File: src/rtl/alu_arb_pkg.sv
// Shared types and constants for the ALU arbiter and its datapath.
package alu_arb_pkg;

    typedef enum logic [1:0] {
        IDLE = 2'd0,
        EXEC = 2'd1,
        RESP = 2'd2
    } state_t;

    localparam logic REQ0 = 1'b0;
    localparam logic REQ1 = 1'b1;

    // ALU control codes; the flag is carry-in for ADD/SUB and fill bit for shifts.
    localparam logic [3:0] OP_ADD   = 4'h0;
    localparam logic [3:0] OP_SUB   = 4'h1;
    localparam logic [3:0] OP_AND   = 4'h2;
    localparam logic [3:0] OP_OR    = 4'h3;
    localparam logic [3:0] OP_XOR   = 4'h4;
    localparam logic [3:0] OP_NOTA  = 4'h5;
    localparam logic [3:0] OP_PASSA = 4'h6;
    localparam logic [3:0] OP_PASSB = 4'h7;
    localparam logic [3:0] OP_SHL   = 4'h8;
    localparam logic [3:0] OP_SHR   = 4'h9;

endpackage

File: src/rtl/alu_arbiter_alu.sv
// Shared combinational ALU. Shifts move by i_b positions, filling with i_flag;
// carry is the last bit shifted out. Unused control codes yield zero.
module alu_arbiter_alu
    import alu_arb_pkg::*;
#(
    parameter int unsigned n = 4
) (
    input  logic [n-1:0] i_a,
    input  logic [n-1:0] i_b,
    input  logic [3:0]   i_ctrl,
    input  logic         i_flag,
    output logic [n-1:0] o_result,
    output logic         o_c,
    output logic         o_z
);

    logic [n:0]   w_sum;
    logic [n-1:0] w_res;
    logic         w_c;

    always_comb begin
        w_sum = '0;
        w_res = '0;
        w_c   = 1'b0;
        case (i_ctrl)
            OP_ADD: begin
                w_sum = {1'b0, i_a} + {1'b0, i_b} + {{n{1'b0}}, i_flag};
                w_res = w_sum[n-1:0];
                w_c   = w_sum[n];
            end
            OP_SUB: begin
                w_sum = {1'b0, i_a} + {1'b0, ~i_b} + {{n{1'b0}}, i_flag};
                w_res = w_sum[n-1:0];
                w_c   = w_sum[n];
            end
            OP_AND:   w_res = i_a & i_b;
            OP_OR:    w_res = i_a | i_b;
            OP_XOR:   w_res = i_a ^ i_b;
            OP_NOTA:  w_res = ~i_a;
            OP_PASSA: w_res = i_a;
            OP_PASSB: w_res = i_b;
            OP_SHL: begin
                w_res = i_a;
                for (int unsigned i = 0; i < n; i++) begin
                    if (i < 32'(i_b)) begin
                        w_c   = w_res[n-1];
                        w_res = {w_res[n-2:0], i_flag};
                    end
                end
            end
            OP_SHR: begin
                w_res = i_a;
                for (int unsigned i = 0; i < n; i++) begin
                    if (i < 32'(i_b)) begin
                        w_c   = w_res[0];
                        w_res = {i_flag, w_res[n-1:1]};
                    end
                end
            end
            default: begin
                w_res = '0;
                w_c   = 1'b0;
            end
        endcase
    end

    assign o_result = w_res;
    assign o_c      = w_c;
    assign o_z      = (w_res == '0);

endmodule

File: src/rtl/alu_arbiter.sv
// Two-requester round-robin front end for one shared ALU: accept one operation,
// execute it for a cycle, then hold the registered response for its owner.
module alu_arbiter
    import alu_arb_pkg::*;
#(
    parameter int unsigned n = 4
) (
    input  logic         clk,
    input  logic         rst_n,
    input  logic         req0_valid,
    output logic         req0_ready,
    input  logic [n-1:0] req0_a,
    input  logic [n-1:0] req0_b,
    input  logic [3:0]   req0_ctrl,
    input  logic         req0_flag,
    input  logic         req1_valid,
    output logic         req1_ready,
    input  logic [n-1:0] req1_a,
    input  logic [n-1:0] req1_b,
    input  logic [3:0]   req1_ctrl,
    input  logic         req1_flag,
    output logic         rsp0_valid,
    output logic         rsp1_valid,
    input  logic         rsp0_ready,
    input  logic         rsp1_ready,
    output logic [n-1:0] rsp_result,
    output logic         rsp_c,
    output logic         rsp_z,
    output logic         busy
);

    state_t       r_state;
    state_t       w_next_state;
    logic         r_last;
    logic         r_owner;
    logic [n-1:0] r_a;
    logic [n-1:0] r_b;
    logic [3:0]   r_ctrl;
    logic         r_flag;
    logic [n-1:0] r_result;
    logic         r_c;
    logic         r_z;

    logic         w_any_valid;
    logic         w_grant_id;
    logic         w_accept;
    logic         w_rsp_done;
    logic [n-1:0] w_alu_result;
    logic         w_alu_c;
    logic         w_alu_z;

    assign w_any_valid = req0_valid | req1_valid;
    assign w_accept    = (r_state == IDLE) && w_any_valid;
    assign w_rsp_done  = (r_state == RESP) &&
                         ((r_owner == REQ0) ? rsp0_ready : rsp1_ready);

    // On a tie the requester not granted last wins; a lone requester always wins.
    always_comb begin
        w_grant_id = REQ0;
        if (req0_valid && req1_valid) begin
            w_grant_id = (r_last == REQ0) ? REQ1 : REQ0;
        end else if (req1_valid) begin
            w_grant_id = REQ1;
        end
    end

    always_ff @(posedge clk) begin
        if (!rst_n) begin
            r_state <= IDLE;
        end else begin
            r_state <= w_next_state;
        end
    end

    always_comb begin
        w_next_state = r_state;
        case (r_state)
            IDLE:    if (w_any_valid) w_next_state = EXEC;
            EXEC:    w_next_state = RESP;
            RESP:    if (w_rsp_done) w_next_state = IDLE;
            default: w_next_state = IDLE;
        endcase
    end

    // Handshake outputs are forced low while reset is asserted, even before the
    // synchronous reset has taken effect on the state register.
    always_comb begin
        req0_ready = 1'b0;
        req1_ready = 1'b0;
        rsp0_valid = 1'b0;
        rsp1_valid = 1'b0;
        busy       = 1'b0;
        if (rst_n) begin
            busy = (r_state != IDLE);
            case (r_state)
                IDLE: begin
                    req0_ready = w_any_valid && (w_grant_id == REQ0);
                    req1_ready = w_any_valid && (w_grant_id == REQ1);
                end
                RESP: begin
                    rsp0_valid = (r_owner == REQ0);
                    rsp1_valid = (r_owner == REQ1);
                end
                default: ;
            endcase
        end
    end

    always_ff @(posedge clk) begin
        if (!rst_n) begin
            r_last   <= REQ1;
            r_owner  <= REQ0;
            r_a      <= '0;
            r_b      <= '0;
            r_ctrl   <= '0;
            r_flag   <= 1'b0;
            r_result <= '0;
            r_c      <= 1'b0;
            r_z      <= 1'b0;
        end else begin
            if (w_accept) begin
                r_last  <= w_grant_id;
                r_owner <= w_grant_id;
                r_a     <= (w_grant_id == REQ1) ? req1_a    : req0_a;
                r_b     <= (w_grant_id == REQ1) ? req1_b    : req0_b;
                r_ctrl  <= (w_grant_id == REQ1) ? req1_ctrl : req0_ctrl;
                r_flag  <= (w_grant_id == REQ1) ? req1_flag : req0_flag;
            end
            if (r_state == EXEC) begin
                r_result <= w_alu_result;
                r_c      <= w_alu_c;
                r_z      <= w_alu_z;
            end
        end
    end

    alu_arbiter_alu #(.n(n)) u_alu (
        .i_a      (r_a),
        .i_b      (r_b),
        .i_ctrl   (r_ctrl),
        .i_flag   (r_flag),
        .o_result (w_alu_result),
        .o_c      (w_alu_c),
        .o_z      (w_alu_z)
    );

    assign rsp_result = r_result;
    assign rsp_c      = r_c;
    assign rsp_z      = r_z;

endmodule

File: config.mk
export PLATFORM = sky130hd
export DESIGN_NAME = alu_arbiter
export DESIGN_NICKNAME = d
export VERILOG_FILES = /design/src/rtl/alu_arb_pkg.sv /design/src/rtl/alu_arbiter_alu.sv /design/src/rtl/alu_arbiter.sv
export SDC_FILE = /design/constraint.sdc
export NUM_CORES = 1
export LEC_CHECK = 0
export CAP_MARGIN = 20
export CORE_AREA = 2 2 71 73
export CTS_CLUSTER_DIAMETER = 80
export CTS_CLUSTER_SIZE = 25
export DETAILED_ROUTE_END_ITERATION = 6
export DIE_AREA = 0 0 73 75
export GPL_TIMING_DRIVEN = 1
export HOLD_SLACK_MARGIN = 0.06
export PLACE_DENSITY = 0.75
export SYNTH_ARGS = -nofsm -noshare
export SYNTH_HDL_FRONTEND = slang
export SYNTH_HIERARCHICAL = 1
export SYNTH_SLANG_ARGS = --single-unit
File: constraint.sdc
create_clock -name clk -period 2.62 [get_ports clk]
set_clock_uncertainty 0.1 [all_clocks]
set_input_delay 0.393 -clock clk [delete_from_list [all_inputs] [get_ports clk]]
set_output_delay 0.393 -clock clk [all_outputs]
set_load 0.03 [all_outputs]
==> flow_summary.yaml, run 1 <==
flow_run:
  maxCapViolCount: 0
clocking:
  clock_path_buffers: 2
  clock-sinks: 23
  cts_tree: "yes"
  numCtsBuffers: 3
  clk_pin_slew_ns: 0.08
  cts_root_buf: "clkbuf_8"
  postCtsSetupBuffers: 0
  h-tree-depth: 1
  clock_latency_ns: 0.26
route:
  first_pass_iters: 6
  post-route-drc-count: 0
  drt_iter0_drc: 148
  viasPerCell: 5.92
  routed_wl_mm: 5.81
  vias: 2192
  routedWlPerCell_um: 15.7
  ant_nets: 0
floorplanning:
  ioPinCount: 43
  start_util_pct: 46.2
  dieHeight_um: 75
  rows: 25
  die_area_mm2: 0.00548
  coreArea_mm2: 0.00466
  die_w_um: 73
yosys:
  yosysWarnings: 6
  synth-async-reset-ratio_pct: 0
  synth.area.top_cells: "dfxtp_1 21%, a311oi_2 7.0%, mux2i_1 7.0%, a21oi_1 6.7%, ha_1 6.4%"
  synth_cell_types: 52
  synth_seq_area_share_pct: 21.4
  syn_avg_cell_area_um2: 8.01
  synth-edff-count: 0
  yosysTopAreaCell: "dfxtp_1"
  syn_inst: 269
  synth_seq_cells: 23
  syn_nets: 316
  synth_flop_cell: "dfxtp_1"
  synth_top_area_share_pct: 21.4
  syn_area_mm2: 0.00215
critical_path:
  arrival_ns: 2.49
  worstSetupPathType: "flip-flop to flip-flop"
  endpoint_kind: "flip-flop"
  start_kind: "flip-flop"
  crit_required_ns: 2.67
  crit_fanout: 3
placed_design:
  place_area_mm2: 0.00266
  place_congestion: 0.957
  post-dp-hpwl_mm: 4.53
  post-place-ws_ns: 0.0325
  io_buffers: 42
worst_hold_path:
  hold_class: "flip-flop to flip-flop"
global_routing:
  globalRouteMet3Util_pct: 3.21
  grtUsageTotal_pct: 21.8
  top_usage_layer: "met2"
  grt_pass1_vias: 2007
  grtUsageMet2_pct: 36.1
  overflow: 0
  grt_max_degree: 21
  grt_pass1_wl_mm: 9.23
  grtUsageMet1_pct: 29.4
  grt_antenna_before_repair: 0
timing:
  maxSlewHeadroom_pct: 62.6
  timing.final.crit_share_pct: 93.3
  final.min_clock_period_ns: 2.45
  max_freq_mhz: 409
  worst-slew-pin-transition_ns: 0.560
  rsz0062_at_grt: "false"
  setup_viol: 0
  slew_viol_final: 0
  setup_tns_ns: 0
  finalWorstSetupSlack_ns: 0.174
  finalHoldViolations: 0
outcome:
  status: "finished, final reports clean"
pwr:
  p_switching_mw: 0.576
  seqPwrFrac_pct: 30.3
  leakagePower_nw: 1.10
  power_per_cell_area_mw_per_mm2: 517
  vdd.ir_drop.worst_v: 0.000239
  p_sw_share_pct: 40.9
  internal_power_mw: 0.834
  combinationalPowerShare_pct: 54.3
  p_clk_share_pct: 15.4
layout:
  area_growth_pct: 26.7
  layout-drive-gt1-share_pct: 16.8
  fill_cells: 437
  diodes: 0
  stdcell_area_mm2: 0.00273
  utilization_pct: 58.6
  final_common_cell: "clkdlybuf4s50_1"
  nets: 364
  final_cell_mix: "40 x clkdlybuf4s50_1, 35 x nand2_1, 28 x a21oi_1, 24 x nor2_1, 23 x buf_4"
==> critical path: stages, from the launching register on <==
cell and delay, ns:
dfxtp_2 0.34, inv_2 0.06, fa_1 0.45, fa_1 0.45
a211oi_1 0.23, a311oi_1 0.09, o311ai_2 0.36, nor4_2 0.06
mux2i_1 0.14, nor2_1 0.05
==> metrics by stage <==
step / hold WS (ns) / cells / power [mW]
after detailed placement: 0.391 / 366 / 1.18
after global placement: 0.377 / 366 / 1.16
after global routing: 0.434 / 370 / 1.50
final: 0.400 / 370 / 1.41
after CTS: 0.409 / 370 / 1.39
after floorplan: 0.369 / 269 / 0.960
==> registers in the layout, summed over array words and instances (netlist names) <==
name	flops
r_state	2
r_owner	1
r_a	4
rsp_c	1
r_b	4
r_last	1
r_flag	1
rsp_result	4
r_ctrl	4
rsp_z	1
==> cell usage after synthesis, types with 4 or more instances <==
cell type	number
a21oi_1	29
a311oi_1	6
a311oi_2	10
and3_1	5
buf_2	9
buf_4	5
dfxtp_1	23
fa_1	4
ha_1	11
inv_1	15
mux2i_1	15
nand2_1	35
nand3_1	7
nor2_1	24
nor2b_1	4
nor3_1	7
o21ai_0	9
==> logic make-up (layout without fill, tap and decap cells) <==
group	Yosys count	in the layout	share of synthesized area, %
buffers and inverters	35	82	8.71
XOR/XNOR	2	2	0.813
multiplexers	18	18	9.23
flip-flops	23	23	21.4
AND/OR/NAND/NOR	96	96	21.1
AO/OA/AOI/OAI	80	80	28.7
adder cells (fa/ha/maj)	15	15	10.1
==> power groups by stage <==
| stage | registers, mW | clock network [mW] | logic, mW |
|---|---|---|---|
| 3_5_place_dp | 0.434 | 0 | 0.742 |
| 5_1_grt | 0.434 | 0.232 | 0.832 |
| 3_3_place_gp | 0.433 | 0 | 0.727 |
| 6_report | 0.427 | 0.217 | 0.766 |
| 2_1_floorplan | 0.463 | 0 | 0.497 |
| 4_1_cts | 0.426 | 0.221 | 0.744 |
==> layer usage <==
metal  vias up  part of all wire (%)
li1       1062                     -
met1      1009                    45
met5         -                     0
met4         0                   1.2
met2       108                    48
met3        13                   6.2
==> final timing paths <==
path | depth (start not counted) | endpoint | startpoint | slack (ns)
max | 9 | rsp_z$_SDFFE_PN0N_ | r_a[0]$_SDFFE_PN0P_ | 0.17
min | 2 | rsp_result[0]$_SDFFE_PN0N_ | rsp_result[0]$_SDFFE_PN0N_ | 0.40
max reg2reg | 9 | rsp_z$_SDFFE_PN0N_ | r_a[0]$_SDFFE_PN0P_ | 0.17
min reg2reg | 2 | rsp_result[0]$_SDFFE_PN0N_ | rsp_result[0]$_SDFFE_PN0N_ | 0.40
==> layout make-up <==
class	instances	area (um^2)	share of cell area [%]
clock buffers	3	41.3	1.51
clock inverters	1	5.00	0.183
inverters	15	56.3	2.06
multi-input cells	211	1520	55.8
flip-flops and latches	23	462	16.9
well taps	54	67.6	2.48
repair buffers	63	573	21.0
==> timing repair <==
| item | CTS | global route |
|---|---|---|
| hold endpoints to repair | 0 | 0 |
| setup endpoints to repair | 0 | 2 |
| gates resized for setup | 0 | 5 |
| hold buffers | 0 | 0 |
Note: power is estimated with default switching activity, not from simulation.
==> run 2, diff against run 1 <==
--- a/config.mk
+++ b/config.mk
@@ -8,11 +8,10 @@
 export CAP_MARGIN = 20
 export CORE_AREA = 2 2 71 73
 export CTS_CLUSTER_DIAMETER = 80
-export CTS_CLUSTER_SIZE = 25
+export CTS_CLUSTER_SIZE = 16
 export DETAILED_ROUTE_END_ITERATION = 6
 export DIE_AREA = 0 0 73 75
 export GPL_TIMING_DRIVEN = 1
-export HOLD_SLACK_MARGIN = 0.06
 export PLACE_DENSITY = 0.75
 export SYNTH_ARGS = -nofsm -noshare
 export SYNTH_HDL_FRONTEND = slang
==> results of run 2 <==
Final layout, timing and power as in run 1 (identical DEF).
==> run 3, diff against run 2 <==
--- a/config.mk
+++ b/config.mk
@@ -11,8 +11,10 @@
 export CTS_CLUSTER_SIZE = 16
 export DETAILED_ROUTE_END_ITERATION = 6
 export DIE_AREA = 0 0 73 75
+export DONT_BUFFER_PORTS = 1
 export GPL_TIMING_DRIVEN = 1
-export PLACE_DENSITY = 0.75
+export PLACE_DENSITY = 0.68
+export SETUP_SLACK_MARGIN = 0.15
 export SYNTH_ARGS = -nofsm -noshare
 export SYNTH_HDL_FRONTEND = slang
 export SYNTH_HIERARCHICAL = 1
==> flow_summary.yaml, run 3 (synthesized netlist as in run 1, its figures left out) <==
pwr:
  p_switching_mw: 0.569
  p_clk_share_pct: 16.5
  p_total_mw: 1.36
  vdd.ir_drop.worst_v: 0.000343
  leakagePower_nw: 0.931
  power_per_cell_area_mw_per_mm2: 579
  internal_power_mw: 0.787
  p_sw_share_pct: 42.0
  combinationalPowerShare_pct: 49.5
  seqPwrFrac_pct: 34.1
route:
  routed_wl_mm: 5.13
  viasPerCell: 6.10
  vias: 1984
  drt_iter0_drc: 142
  post-route-drc-count: 0
  first_pass_iters: 5
  routedWlPerCell_um: 15.8
  ant_nets: 0
timing:
  setup_tns_ns: 0
  max_freq_mhz: 423
  maxSlewHeadroom_pct: 63.1
  finalWorstSetupSlack_ns: 0.254
  setup_viol: 0
  final.min_clock_period_ns: 2.37
  timing.final.crit_share_pct: 90.3
  rsz0062_at_grt: "true"
  worst-slew-pin-transition_ns: 0.552
  finalHoldViolations: 0
  slew_viol_final: 0
layout:
  final_cell_mix: "35 x nand2_1, 28 x a21oi_1, 23 x nor2_1, 20 x dfxtp_1, 17 x buf_4"
  diodes: 0
  area_growth_pct: 8.65
  nets: 319
  fill_cells: 438
  stdcell_area_mm2: 0.00234
  layout-drive-gt1-share_pct: 22.5
  final_common_cell: "nand2_1"
flow_run:
  maxCapViolCount: 0
clocking:
  clock_latency_ns: 0.27
  cts_tree: "yes"
  holdBufCountCts: 0
  numCtsBuffers: 3
  clock_path_buffers: 2
  clk_pin_slew_ns: 0.09
  cts_root_buf: "clkbuf_8"
  h-tree-depth: 1
  clock-sinks: 23
floorplanning:
  start_util_pct: 46.2
  coreArea_mm2: 0.00466
  ioPinCount: 43
  dieHeight_um: 75
  rows: 25
  die_w_um: 73
  die_area_mm2: 0.00548
placed_design:
  io_buffers: 0
  post-place-ws_ns: 0.0911
  place_congestion: 0.928
  place_area_mm2: 0.00222
  post-dp-hpwl_mm: 3.99
outcome:
  status: "finished, final reports clean"
critical_path:
  endpoint_kind: "flip-flop"
  crit_required_ns: 2.73
  r2r_cells: 11
  worstSetupPathType: "flip-flop to flip-flop"
  r2r-end: "rsp_z$_SDFFE_PN0N_"
  crit_fanout: 3
  start_kind: "flip-flop"
  reg2reg_slack_ns: 0.25
  r2r_start: "r_a[0]$_SDFFE_PN0P_"
  arrival_ns: 2.47
global_routing:
  overflow: 0
  grt_antenna_before_repair: 0
  grtUsageTotal_pct: 19.5
  grt_pass1_wl_mm: 8.60
  grt_max_degree: 22
  grt_pass1_vias: 1854
worst_hold_path:
  hp-start: "rst_n"
  holdPathStages: 1
  min_to: "r_last$_SDFFE_PN1P_"
  hold_class: "input port to flip-flop"
## run 3: routing by layer
| layer | share of wire (%) | vias to the layer above | global-route usage [%] | wire, um |
|---|---|---|---|---|
| met5 | 0 | - | 0 | 0 |
| met4 | 1.1 | 0 | 5.14 | 55 |
| met3 | 7.4 | 6 | 2.81 | 382 |
| met2 | 46 | 91 | 30.2 | 2360 |
| met1 | 46 | 918 | 28.4 | 2340 |
| li1 | - | 969 | - | - |
## run 3: stage by stage
| step | std cells | hold slack, ns | utilization, % |
|---|---|---|---|
| final | 325 | 0.0988 | 50.2 |
| after global routing | 325 | 0.0844 | 50.2 |
| after detailed placement | 320 | 0.388 | 47.7 |
| after global placement | 320 | 0.371 | 47.7 |
| after CTS | 324 | 0.0960 | 49.0 |
| after floorplan | 269 | 0.369 | - |
## run 3: worst max path at each step
stage	cells after the start	slack [ns]	start	end
floorplan	10	0.15	r_b[0]$_SDFFE_PN0P_	rsp_z$_SDFFE_PN0N_
CTS	10	0.16	r_b[0]$_SDFFE_PN0P_	rsp_z$_SDFFE_PN0N_
global placement	11	0.16	r_a[0]$_SDFFE_PN0P_	rsp_z$_SDFFE_PN0N_
detailed placement	11	0.09	r_a[0]$_SDFFE_PN0P_	rsp_z$_SDFFE_PN0N_
global route	11	0.11	r_a[2]$_SDFFE_PN0P_	rsp_z$_SDFFE_PN0N_
finish	11	0.25	r_a[0]$_SDFFE_PN0P_	rsp_z$_SDFFE_PN0N_
## run 3: worst max-delay path, stage by stage (launching register included)
cell and delay, ns:
dfxtp_2 0.34, inv_2 0.06, fa_2 0.40, inv_2 0.06, fa_2 0.43, a21oi_2 0.12
nor3b_1 0.06, a221oi_2 0.23, o311ai_2 0.17, nor4_2 0.15, mux2i_1 0.09, nor2_1 0.09
## run 3: power by group through the flow
stage          logic [mW]  clock network, mW  registers [mW]
4_1_cts             0.627              0.230           0.459
6_report            0.671              0.224           0.462
3_5_place_dp        0.617                  0           0.467
5_1_grt             0.743              0.247           0.472
3_3_place_gp        0.612                  0           0.466
2_1_floorplan       0.497                  0           0.464
## run 3: timing repair
item / 4_1_cts / 5_1_grt
buffers inserted: 0 / 1
endpoints found under the setup margin: 1 / 4
gates cloned: 0 / 0
gates resized for setup: 3 / 15
pin swaps: 1 / 5
## run 3: final cells by class
type	count	area (um^2)	area share [%]
clock buffer	3	41.3	1.76
timing repair buffer	18	139	5.93
multi-input combinational	211	1560	66.8
tap	54	67.6	2.89
inverter	15	56.3	2.41
clock inverter	1	7.51	0.321
sequential	23	467	19.9
